<file path="src/rtl/resample_pkg.sv">
// Shared types, rate codes and bank mapping for the
// resampler rate-change controller.
package resample_pkg;

  typedef enum logic [1:0] {
    RUN,
    FLUSH,
    SWITCH,
    SETTLE
  } state_t;

  localparam logic [2:0] RATE_1536K = 3'd0;
  localparam logic [2:0] RATE_768K  = 3'd1;
  localparam logic [2:0] RATE_384K  = 3'd2;
  localparam logic [2:0] RATE_192K  = 3'd3;
  localparam logic [2:0] RATE_96K   = 3'd4;
  localparam logic [2:0] RATE_48K   = 3'd5;
  localparam logic [2:0] RATE_24K   = 3'd6;
  localparam logic [2:0] RATE_12K   = 3'd7;

  localparam int NUM_BANKS = 5;

  // Slow rates share the last bank.
  function automatic int unsigned bank(
    input int unsigned r,
    input int unsigned nb
  );
    return (r < nb) ? r : nb - 1;
  endfunction

endpackage

</file>
<file path="src/rtl/resample_rate_ctrl_if.sv">
// Rate-request handshake between host control and the
// rate-change controller.
interface resample_rate_ctrl_if #(
  parameter int RATE_BITS = 3
);

  logic [RATE_BITS-1:0] req_rate;
  logic                 req_valid;
  logic                 req_ready;

  modport master (
    output req_rate,
    output req_valid,
    input  req_ready
  );

  modport slave (
    input  req_rate,
    input  req_valid,
    output req_ready
  );

endinterface

</file>
<file path="src/rtl/resample_rate_ctrl_counter.sv">
// Loadable sample-tick down-counter shared by the flush
// and settle phases.
module sample_tick_counter #(
  parameter int CNT_BITS = 8
) (
  input  logic                clk,
  input  logic                rst,
  input  logic                load,
  input  logic [CNT_BITS-1:0] value,
  input  logic                tick,
  output logic                zero_next
);

  logic [CNT_BITS-1:0] cnt;

  always_ff @(posedge clk) begin
    if (rst) begin
      cnt <= '0;
    end else if (load) begin
      cnt <= value;
    end else if (tick && cnt != '0) begin
      cnt <= cnt - 1'b1;
    end
  end

  assign zero_next = tick && !load &&
                     (cnt == CNT_BITS'(1));

endmodule

</file>
<file path="src/rtl/resample_rate_ctrl.sv">
// Sequences sample-rate changes: mute and flush, switch
// coefficient bank on a sample boundary, settle, unmute.
module resample_rate_ctrl #(
  parameter int DATA_WIDTH     = 32,
  parameter int RATE_BITS      = 3,
  parameter int NUM_BANKS      = resample_pkg::NUM_BANKS,
  parameter int RESET_RATE     = 5,
  parameter int FLUSH_SAMPLES  = 64,
  parameter int SETTLE_SAMPLES = 64,
  parameter int CNT_BITS       = 8
) (
  input  logic                  clk,
  input  logic                  rst,
  input  logic                  sample_tick,
  input  logic [DATA_WIDTH-1:0] data_in,
  resample_rate_ctrl_if.slave   req,
  output logic [DATA_WIDTH-1:0] data_out,
  output logic [RATE_BITS-1:0]  active_rate,
  output logic [RATE_BITS-1:0]  coeff_sel,
  output logic                  filter_clear,
  output logic                  busy,
  output logic                  change_done
);

  import resample_pkg::*;

  localparam logic [RATE_BITS-1:0] RST_RATE =
    RATE_BITS'(RESET_RATE);
  localparam logic [RATE_BITS-1:0] RST_BANK =
    RATE_BITS'(bank(RESET_RATE, NUM_BANKS));

  state_t               state;
  logic [RATE_BITS-1:0] pending;
  logic                 change;
  logic                 cnt_load;
  logic                 cnt_tick;
  logic                 cnt_zero;
  logic [CNT_BITS-1:0]  cnt_value;

  assign req.req_ready = (state == RUN);

  assign change = (state == RUN) && req.req_valid &&
                  (req.req_rate != active_rate);

  assign cnt_load  = change || (state == SWITCH);
  assign cnt_value = (state == RUN) ?
                     CNT_BITS'(FLUSH_SAMPLES) :
                     CNT_BITS'(SETTLE_SAMPLES);
  assign cnt_tick  = sample_tick &&
                     (state == FLUSH || state == SETTLE);

  sample_tick_counter #(
    .CNT_BITS (CNT_BITS)
  ) u_cnt (
    .clk       (clk),
    .rst       (rst),
    .load      (cnt_load),
    .value     (cnt_value),
    .tick      (cnt_tick),
    .zero_next (cnt_zero)
  );

  always_ff @(posedge clk) begin
    if (rst) begin
      state        <= RUN;
      pending      <= RST_RATE;
      active_rate  <= RST_RATE;
      coeff_sel    <= RST_BANK;
      data_out     <= '0;
      filter_clear <= 1'b0;
      busy         <= 1'b0;
      change_done  <= 1'b0;
    end else begin
      filter_clear <= 1'b0;
      change_done  <= 1'b0;
      unique case (state)
        RUN: begin
          if (sample_tick) data_out <= data_in;
          if (change) begin
            pending <= req.req_rate;
            state   <= FLUSH;
            busy    <= 1'b1;
          end
        end
        FLUSH: begin
          if (sample_tick) data_out <= '0;
          // Bank and rate flip together so the filter never
          // sees taps from two banks.
          if (cnt_zero) begin
            state        <= SWITCH;
            active_rate  <= pending;
            coeff_sel    <= RATE_BITS'(
                              bank(32'(pending), NUM_BANKS));
            filter_clear <= 1'b1;
          end
        end
        SWITCH: begin
          if (sample_tick) data_out <= '0;
          state <= SETTLE;
        end
        SETTLE: begin
          if (sample_tick) data_out <= '0;
          if (cnt_zero) begin
            state       <= RUN;
            busy        <= 1'b0;
            change_done <= 1'b1;
          end
        end
        default: begin
          state <= RUN;
          busy  <= 1'b0;
        end
      endcase
    end
  end

endmodule

</file>
<file path="src/flat_wrapper.sv">
// flat-port wrapper written by rule: the top's interface ports become plain ports
module resample_rate_ctrl_flat import resample_pkg::*;
#(
  parameter int DATA_WIDTH     = 32,
  parameter int RATE_BITS      = 3,
  parameter int NUM_BANKS      = resample_pkg::NUM_BANKS,
  parameter int RESET_RATE     = 5,
  parameter int FLUSH_SAMPLES  = 64,
  parameter int SETTLE_SAMPLES = 64,
  parameter int CNT_BITS       = 8
)
  (clk, rst, sample_tick, data_in, data_out, active_rate, coeff_sel, filter_clear, busy, change_done, req_req_rate, req_req_valid, req_req_ready);
  resample_rate_ctrl_if #(.RATE_BITS(RATE_BITS)) req_i ();
  input  logic clk;
  input  logic rst;
  input  logic sample_tick;
  input  logic [DATA_WIDTH-1:0] data_in;
  output logic [DATA_WIDTH-1:0] data_out;
  output logic [RATE_BITS-1:0] active_rate;
  output logic [RATE_BITS-1:0] coeff_sel;
  output logic filter_clear;
  output logic busy;
  output logic change_done;
  input wire logic [$bits(req_i.req_rate)-1:0] req_req_rate;
  input wire logic [$bits(req_i.req_valid)-1:0] req_req_valid;
  output wire logic [$bits(req_i.req_ready)-1:0] req_req_ready;
  assign req_i.req_rate = req_req_rate;
  assign req_i.req_valid = req_req_valid;
  assign req_req_ready = req_i.req_ready;
  resample_rate_ctrl #(.DATA_WIDTH(DATA_WIDTH), .RATE_BITS(RATE_BITS), .NUM_BANKS(NUM_BANKS), .RESET_RATE(RESET_RATE), .FLUSH_SAMPLES(FLUSH_SAMPLES), .SETTLE_SAMPLES(SETTLE_SAMPLES), .CNT_BITS(CNT_BITS)) u_core (.clk(clk), .rst(rst), .sample_tick(sample_tick), .data_in(data_in), .req(req_i), .data_out(data_out), .active_rate(active_rate), .coeff_sel(coeff_sel), .filter_clear(filter_clear), .busy(busy), .change_done(change_done));
endmodule
</file>
<file path="config.mk">
export PLATFORM = sky130hd
export DESIGN_NAME = resample_rate_ctrl_flat
export DESIGN_NICKNAME = d
export VERILOG_FILES = /design/src/rtl/resample_pkg.sv /design/src/rtl/resample_rate_ctrl_if.sv /design/src/rtl/resample_rate_ctrl_counter.sv /design/src/rtl/resample_rate_ctrl.sv /design/src/flat_wrapper.sv
export SDC_FILE = /design/constraint.sdc
export NUM_CORES = 1
export LEC_CHECK = 0
export ABC_AREA = 1
export CAP_MARGIN = 5
export CELL_PAD_IN_SITES_DETAIL_PLACEMENT = 1
export CELL_PAD_IN_SITES_GLOBAL_PLACEMENT = 1
export CORE_MARGIN = 8
export CORE_UTILIZATION = 29
export DETAILED_ROUTE_END_ITERATION = 10
export PLACE_DENSITY = 0.87
export SYNTH_ARGS = -nofsm -noshare
export SYNTH_HDL_FRONTEND = slang
export SYNTH_HIERARCHICAL = 1
export SYNTH_SLANG_ARGS = --single-unit
</file>
<file path="constraint.sdc">
create_clock -name clk -period 2.3 [get_ports clk]
set_input_delay 0.46 -clock clk [delete_from_list [all_inputs] [get_ports clk]]
set_output_delay 0.46 -clock clk [all_outputs]
set_load 0.005 [all_outputs]
</file>
==> results of run 1 <==
path summary, 6_finish.rpt:
check / start / to / slack (ns) / cells after the start
hold reg to reg: u_core/coeff_sel[0] / u_core/coeff_sel[0] / 0.50 / 2
setup reg to reg: u_core/state[0] / u_core/coeff_sel[1] / 0.16 / 14
hold / removal: req_req_rate[2] / u_core/pending[2] / 0.45 / 3
setup / recovery: u_core/state[0] / u_core/coeff_sel[1] / 0.16 / 14
through the flow:
stage / hold WS (ns) / power (mW) / setup TNS (ns) / area, um2
final: 0.452 / 4.26 / 0 / 3540
after global routing: 0.472 / 4.64 / -0.00504 / 3540
after CTS: 0.499 / 4.26 / -0.0200 / 3480
after detailed placement: 0.483 / 3.68 / -2.70 / 3390
after global placement: 0.465 / 3.58 / -1.48 / 3390
after floorplan: 0.447 / 2.84 / 0 / 2470
cell usage after synthesis:
| cell | number |
|---|---|
| nand2_4 | 1 |
| clkinv_4 | 1 |
| a21oi_4 | 1 |
| buf_6 | 3 |
| nand4_1 | 3 |
| conb_1 | 2 |
| a21oi_2 | 1 |
| o21ai_0 | 9 |
| nor2_1 | 58 |
| dfxtp_1 | 54 |
| nand3_1 | 18 |
| nand2_1 | 47 |
| nand2_2 | 2 |
| nor3_1 | 2 |
| ha_1 | 8 |
| buf_4 | 2 |
| xnor2_1 | 2 |
| buf_2 | 5 |
| clkbuf_1 | 5 |
| xor2_1 | 1 |
| o211ai_1 | 3 |
| inv_1 | 22 |
| o21ai_4 | 1 |
| or2_2 | 2 |
| nor2_4 | 1 |
| inv_2 | 1 |
| o21ai_1 | 30 |
| o21bai_1 | 1 |
| a21oi_1 | 41 |
| o21a_1 | 1 |
area by class of cell:
class | count | area [um2]
Clock inverter | 3 | 23.8
Multi-Input combinational cell | 241 | 1210
Clock buffer | 5 | 68.8
Sequential cell | 54 | 1090
Tap cell | 105 | 131
Fill cell | 1025 | 4640
Inverter | 24 | 95.1
Timing Repair Buffer | 95 | 921
flip-flops by register name, indices dropped and copies added (netlist names):
| register | count |
|---|---|
| u_core/active_rate | 3 |
| u_core/data_out | 32 |
| u_core/pending | 3 |
| u_core/filter_clear | 1 |
| u_core/coeff_sel | 3 |
| u_core/change_done | 1 |
| u_core/state | 2 |
| u_core/u_cnt/cnt | 8 |
| u_core/busy | 1 |
power groups by stage:
stage	registers, mW	logic [mW]	clock network (mW)
4_1_cts	1.39	2.29	0.576
3_3_place_gp	1.39	2.19	0
5_1_grt	1.43	2.61	0.604
6_report	1.39	2.33	0.543
3_5_place_dp	1.41	2.27	0
2_1_floorplan	1.38	1.46	0
per-layer routing:
metal	part of all wire [%]	vias to the layer above
li1	-	1250
met1	42	1162
met2	53	38
met3	4.2	2
met4	0.55	0
met5	0	-
repair_timing:
action	in CTS	in global routing
endpoints found under the hold margin	0	0
endpoints found under the setup margin	3	10
gates resized for setup	1	12
pin swaps	0	3
buffers inserted	0	4
logic make-up after synthesis:
family	after synthesis	share of synthesized area, %
simple gates	134	23.0
compound gates	88	19.6
flops	54	44.3
buf+inv	39	7.68
fa+ha+maj	8	4.10
xor+xnor	3	1.08
other cells	2	0.307
critical path: stages (launching register included):
cell	delay, ns
dfxtp_4	0.38
inv_1	0.08
ha_2	0.22
nand2_1	0.06
inv_1	0.04
nand2_1	0.07
inv_1	0.06
or2_2	0.28
inv_1	0.08
nand4_1	0.10
nor2_2	0.22
nand2_2	0.14
inv_2	0.12
nand3_1	0.09
a21oi_1	0.14
==> impl_metrics.ini, run 1 <==
[placement]
dp_slack_ns = -0.325
place_congestion = 0.807
dp_hpwl_mm = 5.98
place.port_buffers = 80
placed_cells_incl_taps = 515

[power]
sequentialPowerShare_pct = 32.7
static-leakage-power_nw = 1.49
switchingPower_mw = 1.84
clockPowerShare_pct = 12.7
power_density_nw_per_um2 = 1210
switching_share_pct = 43.3
irDropWorstVdd_v = 0.000587
p_comb_share_pct = 54.6
p_int_mw = 2.42

[sta]
slew_viol_final = 0
max_freq_mhz = 467
slew_headroom_pct = 61.4
layout_setup_ws_ns = 0.159
fin_crit_sh_pct = 93.1
hold_viol = 0
period_needed_ns = 2.14
finClkSkew_ns = 0.00604
setup_violations = 0
worst_slew_pin_slew_ns = 0.579

[grt]
grt.busiest_layer = met2
overflow = 0
use_met3_pct = 2.28
gr-usage-met1_pct = 15.4
grt_max_degree = 42
grt_pass1_wl_mm = 12.9
grt_use_met2_pct = 25.2
grtUsageTotal_pct = 13.5
first_global_vias = 2570
grt_antenna_before_repair = 0

[synthesis]
syn_area_per_cell_um2 = 7.45
synth_seq_area_share_pct = 44.3
synth_cell_types = 30
yosys-top-cells-area = dfxtp_1 44%, nor2_1 8.9%, a21oi_1 8.4%, nand2_1 7.2%, o21ai_1 6.1%
ys_warn_count = 6
synth_area_um2 = 2440
syn_inst = 328
ys_seq_elements = 54
yosys.area.top_type = dfxtp_1
synth_top_area_share_pct = 44.3

[worst_setup_path]
cp.required_ns = 2.53
path_class = reg -> reg
critPathLaunchType = flop
cp-end-kind = flop
critPathMaxFanout = 6
arrival_ns = 2.37

[flow_run]
max-cap-violations = 0

[die]
rows = 33
start_util_pct = 29.9
die_h_um = 108
die_w_um = 108
io_pins = 81
dieArea_um2 = 11600
core_area_um2 = 8180

[clock_network]
htreeDepth = 2
cts-root-buf = clkbuf_8
cts_hold_buf = 0
clkTransAtPathRegs_ns = 0.10
cts_made_buffers = 5
cts_tree = built
numClockSinks = 54
cts_buffer_depth = 2
clock_latency_ns = 0.30

[detailed_routing]
routed_wl_mm = 7.97
drt-wirelength-per-cell_um = 15.1
vias = 2452
drtAntennaViolNets = 0
via_per_inst = 4.65
drt-pass1-iter-count = 4
drt_iter0_drc = 62
route.detailed.drc = 0

[cells_and_area]
antenna_cells = 0
final_cell_mix = 77 x clkdlybuf4s50_1, 57 x nor2_1, 52 x dfxtp_1
final_nets = 468
final_cells = 527
syn_to_final_growth_pct = 44.8
mostFrequentLayoutCell = clkdlybuf4s50_1
drive_above_1_share_pct = 10.2
final_core_utilization_pct = 43.3

[worst_hold_path]
min_path_type = in -> reg

[outcome]
status = finished, final reports clean
No activity file was read; power rests on OpenSTA's default activity.
==> inputs of run 2 (changes only) <==
--- a/config.mk
+++ b/config.mk
@@ -9,6 +9,7 @@
 export CAP_MARGIN = 5
 export CELL_PAD_IN_SITES_DETAIL_PLACEMENT = 1
 export CELL_PAD_IN_SITES_GLOBAL_PLACEMENT = 1
+export CORE_ASPECT_RATIO = 0.5
 export CORE_MARGIN = 8
 export CORE_UTILIZATION = 29
 export DETAILED_ROUTE_END_ITERATION = 10
==> run 2 against run 1 <==
Compared with the run above: non-clock buffer count decreased by 1; critical path depth increased by 1; sequential share of layout area decreased by 0.95 points; sequential cell count unchanged; setup slack got worse by 0.098 ns; via count increased by 3.9%; global-route usage about the same; register-to-register slack got worse by 0.098 ns; clock-buffer cell count unchanged; highest routed layer unchanged.
==> impl_metrics.ini, run 2 (synthesis results as in run 1) <==
[clock_network]
clkTransAtPathRegs_ns = 0.07
cts-root-buf = clkbuf_16
cts_hold_buf = 0
htreeDepth = 2
clock_latency_ns = 0.30
cts_made_buffers = 5
cts_buffer_depth = 2
numClockSinks = 54
cts_tree = built

[cells_and_area]
largest_reg_flops = 32
final_nets = 467
final_cells = 533
largest-register = u_core/data_out
n_fill_cell = 985
drive_above_1_share_pct = 10.2
mostFrequentLayoutCell = clkdlybuf4s50_1
final_cell_mix = 77 x clkdlybuf4s50_1, 57 x nor2_1, 52 x dfxtp_1
antenna_cells = 0
syn_to_final_growth_pct = 49.4
regArea_um2 = 1090
multi_input_area_um2 = 1220
biggestRegsByFlops = u_core/data_out (32), u_core/u_cnt/cnt (8)

[grt]
grt_antenna_before_repair = 0
grtUsageTotal_pct = 13.5
first_global_vias = 2633
overflow = 0
grt_max_degree = 42
grt_pass1_wl_mm = 13.0

[placement]
place_congestion = 0.790
placed_cells_incl_taps = 523
dp_hpwl_mm = 5.82
place.port_buffers = 80
dp_slack_ns = -0.383

[sta]
finClkSkew_ns = 0.00501
setup_violations = 0
layout_setup_ws_ns = 0.0612
slew_viol_final = 0
worst_slew_pin_slew_ns = 0.592
period_needed_ns = 2.24
whs_ns = 0.473
max_freq_mhz = 447
fin_crit_sh_pct = 97.3
slew_headroom_pct = 60.5
fin_tns_setup_ns = 0
hold_viol = 0

[worst_setup_path]
arrival_ns = 2.42
cp-end-kind = flop
path_class = reg -> reg
crit_path_max_incr_delay_ns = 0.37
critPathLaunchType = flop
slowest_stage = dfxtp_4
critPathMaxFanout = 4
cp_cell_sequence = inv_1, ha_4, nand2_1, inv_1, nand2_1, inv_1, or2_2, inv_2, nand4_1, nor2_2, inv_2, o21ai_2, nand3_1, nand2_1, nor2_1
crit_buf_inv = 5
cp_top_family = simple AND/OR/NAND/NOR gates
cp.required_ns = 2.48

[die]
die_w_um = 146
io_pins = 81
rows = 23
core_area_um2 = 8090
die_h_um = 80.9
start_util_pct = 30.2
dieArea_um2 = 11800

[detailed_routing]
routed_wl_mm = 8.48
route.detailed.drc = 0
via_per_inst = 4.78
drt-pass1-iter-count = 4
vias = 2548
drt_iter0_drc = 120
drtAntennaViolNets = 0
drt-wirelength-per-cell_um = 15.9

[flow_run]
max-cap-violations = 0

[worst_hold_path]
min_path_type = reg -> reg

[outcome]
status = finished, final reports clean

[power]
power_density_nw_per_um2 = 1310
static-leakage-power_nw = 1.55
report.power.total_mw = 4.78
irDropWorstVdd_v = 0.000525
-- run 2: changes by cell type in the layout (fill, tap and decap cells not counted), sizes merged --
cell / previous run / this run
bufinv: 0 / 2
clkinvlp: 2 / 0
inv: 24 / 23
buf: 15 / 14
clkinv: 1 / 2
-- run 2: final cells by class --
class	instances	share of cell area, %
inverters	24	2.61
clock buffers	5	3.43
multi-input cells	241	33.5
flip-flops and latches	54	29.8
repair buffers	94	25.0
well taps	112	3.84
clock inverters	3	1.89
-- run 2: what timing repair did --
action                                 4_1_cts  5_1_grt
setup endpoints to repair                    9       10
pin swaps                                    0        5
resized for setup                            2       13
setup buffers                                0        2
endpoints found under the hold margin        0        0
-- run 2: tightest hold or removal path, stage by stage, from the launching register on --
cell and delay (ns):
dfxtp_1 0.31, nand2_1 0.06, a21oi_1 0.05
-- run 2: through the flow --
stage          util (%)  instance area (um2)
6_report           45.1                 3650
4_1_cts            44.5                 3600
3_5_place_dp       42.1                 3400
3_3_place_gp       42.1                 3400
2_1_floorplan         -                 2470
5_1_grt            45.1                 3650
-- run 2: report_power, final --
group | internal, mW | total, mW | leakage [nW] | switching, mW
Sequential | 1.20 | 1.39 | 0.447 | 0.187
Combinational | 1.02 | 2.41 | 1.01 | 1.39
Clock | 0.626 | 0.984 | 0.0940 | 0.358
Total | 2.85 | 4.78 | 1.55 | 1.93
-- run 2: final timing paths --
check        slack [ns]  cells past startpoint             endpoint                start
min                0.47                      2  u_core/coeff_sel[0]  u_core/coeff_sel[0]
max                0.06                     15      u_core/state[0]      u_core/state[0]
min reg2reg        0.47                      2  u_core/coeff_sel[0]  u_core/coeff_sel[0]
max reg2reg        0.06                     15      u_core/state[0]      u_core/state[0]
-- run 2: routing by layer --
metal	track usage, %	vias up	part of all wire, %	routed length, um
met5	0	-	0	0
met4	4.94	0	1.5	126
met3	3.16	10	3.5	297
met2	26.1	41	52	4420
met1	14.4	1242	43	3630
li1	-	1255	-	-
==> inputs of run 3 (changes only) <==
--- a/config.mk
+++ b/config.mk
@@ -10,7 +10,7 @@
 export CELL_PAD_IN_SITES_DETAIL_PLACEMENT = 1
 export CELL_PAD_IN_SITES_GLOBAL_PLACEMENT = 1
 export CORE_ASPECT_RATIO = 0.5
-export CORE_MARGIN = 8
+export CORE_MARGIN = 5
 export CORE_UTILIZATION = 29
 export DETAILED_ROUTE_END_ITERATION = 10
 export PLACE_DENSITY = 0.87
==> run 3 against run 2 <==
Compared with the run above: die area shrank 11%; global-route usage grew 1.5 points; power shrank 4.3%; sequential power is essentially flat; clock-buffer cell count grew 2; cell area shrank 1.3%; maximum frequency grew 2.2%; sequential cell count is the same; final cell count shrank 0.19%; critical path depth shrank 1; sequential share of layout area grew 0.33 points; critical path type unchanged; largest cell class unchanged.
==> impl_metrics.ini, run 3 (synthesis results as in run 1) <==
[outcome]
status = finished, final reports clean

[worst_setup_path]
critPathMaxFanout = 5
r2r-end = u_core/coeff_sel[2]
cp-startpoint = u_core/state[0]
r2r_start = u_core/state[0]
critPathLaunchType = flop
r2r_setup_slack_ns = 0.11
crit_path_end = u_core/coeff_sel[2]
cp.required_ns = 2.46
arrival_ns = 2.35
path_class = reg -> reg
r2r_cells = 14
cp-end-kind = flop

[sta]
slew_viol_final = 0
period_needed_ns = 2.19
max_freq_mhz = 457
fin_crit_sh_pct = 95.2
layout_setup_ws_ns = 0.110
setup_violations = 0
slew_headroom_pct = 60.2
hold_viol = 0
finClkSkew_ns = 0.00599
worst_slew_pin_slew_ns = 0.596

[cells_and_area]
final_nets = 466
final_cell_mix = 77 x clkdlybuf4s50_1, 57 x nor2_1, 52 x dfxtp_1
mostFrequentLayoutCell = clkdlybuf4s50_1
largest_reg_flops = 32
fin_area_um2 = 3600
largest-register = u_core/data_out
final_core_utilization_pct = 44.4
n_fill_cell = 1002
final_cells = 532
drive_above_1_share_pct = 9.76
syn_to_final_growth_pct = 47.4
biggestRegsByFlops = u_core/data_out (32), u_core/u_cnt/cnt (8)
antenna_cells = 0

[grt]
grt_antenna_before_repair = 0
overflow = 0
first_global_vias = 2610
grtUsageTotal_pct = 14.9
grt_max_degree = 42
grt_pass1_wl_mm = 12.6

[clock_network]
cts_buffer_depth = 2
clock_latency_ns = 0.30
htreeDepth = 2
numClockSinks = 54
cts-root-buf = clkbuf_16
cts_tree = built
cts_made_buffers = 5
clkTransAtPathRegs_ns = 0.07

[power]
irDropWorstVdd_v = 0.000432
power_density_nw_per_um2 = 1270
static-leakage-power_nw = 1.52

[placement]
place.port_buffers = 80
dp_slack_ns = -0.370
dpl_cell_area_um2 = 3400
dp_hpwl_mm = 5.55
placed_cells_incl_taps = 522
place_congestion = 0.803

[detailed_routing]
drt-wirelength-per-cell_um = 14.8
routed_wl_mm = 7.89
drt_iter0_drc = 112
drt-pass1-iter-count = 4
drtAntennaViolNets = 0
via_per_inst = 4.68
vias = 2488
route.detailed.drc = 0

[worst_hold_path]
hold_start = req_req_rate[2]
min_path_type = in -> reg

[die]
die_w_um = 140
core_area_um2 = 8120
io_pins = 81
start_util_pct = 30.1
rows = 23
dieArea_um2 = 10500
die_h_um = 74.9

[flow_run]
max-cap-violations = 0
run 3: layout make-up:
class | count | area [um2] | area share, %
tap | 112 | 140 | 3.89
clock inverter | 1 | 30.0 | 0.834
clock buffer | 7 | 133 | 3.68
inverter | 24 | 97.6 | 2.71
multi-input combinational | 241 | 1210 | 33.6
timing repair buffer | 93 | 906 | 25.2
sequential | 54 | 1080 | 30.1
run 3: how the worst min path moves through the flow:
| stage | slack, ns | endpoint | cells past startpoint |
|---|---|---|---|
| 3_5_place_dp | 0.47 | u_core/coeff_sel[2] | 2 |
| 3_3_place_gp | 0.46 | u_core/coeff_sel[0] | 2 |
| 6_report | 0.45 | u_core/pending[2] | 3 |
| 2_1_floorplan | 0.45 | u_core/active_rate[2] | 2 |
| 5_1_grt | 0.49 | u_core/pending[2] | 3 |
| 4_1_cts | 0.49 | u_core/coeff_sel[2] | 2 |
run 3: routing by layer:
metal | vias to the layer above | wire length (um) | global-route usage (%)
met3 | 12 | 286 | 3.87
met2 | 40 | 4080 | 28.1
met5 | - | 0 | 0
met1 | 1195 | 3350 | 16.8
met4 | 0 | 174 | 5.59
li1 | 1241 | - | -
run 3: stage by stage:
step                      hold WS (ns)  total power, mW  setup TNS (ns)
final                            0.453             4.58               0
after global routing             0.485             4.94         -0.0517
after CTS                        0.486             4.61               0
after detailed placement         0.469             3.69           -3.31
after global placement           0.459             3.60           -1.44
after floorplan                  0.447             2.84               0
run 3: power by group:
group | internal, mW | total (mW) | switching (mW)
combinational | 0.989 | 2.33 | 1.35
sequential | 1.20 | 1.39 | 0.189
clock | 0.515 | 0.853 | 0.337
run 3: worst max-delay path: stages (launching register included):
cell     delay (ns)
dfxtp_2        0.37
inv_1          0.09
ha_2           0.22
nand2_1        0.06
inv_1          0.03
nand2_1        0.07
inv_1          0.05
or2_2          0.29
inv_2          0.07
nand4_1        0.13
nor2_2         0.23
nand2_2        0.14
buf_4          0.17
nand2_1        0.06
nand3_1        0.07
run 3: repair_timing:
action | CTS | global route
hold buffers | 0 | 0
cloned | 0 | 0
setup buffers | 0 | 2
resized for setup | 5 | 10
setup endpoints to repair | 9 | 10
pin swaps | 0 | 4
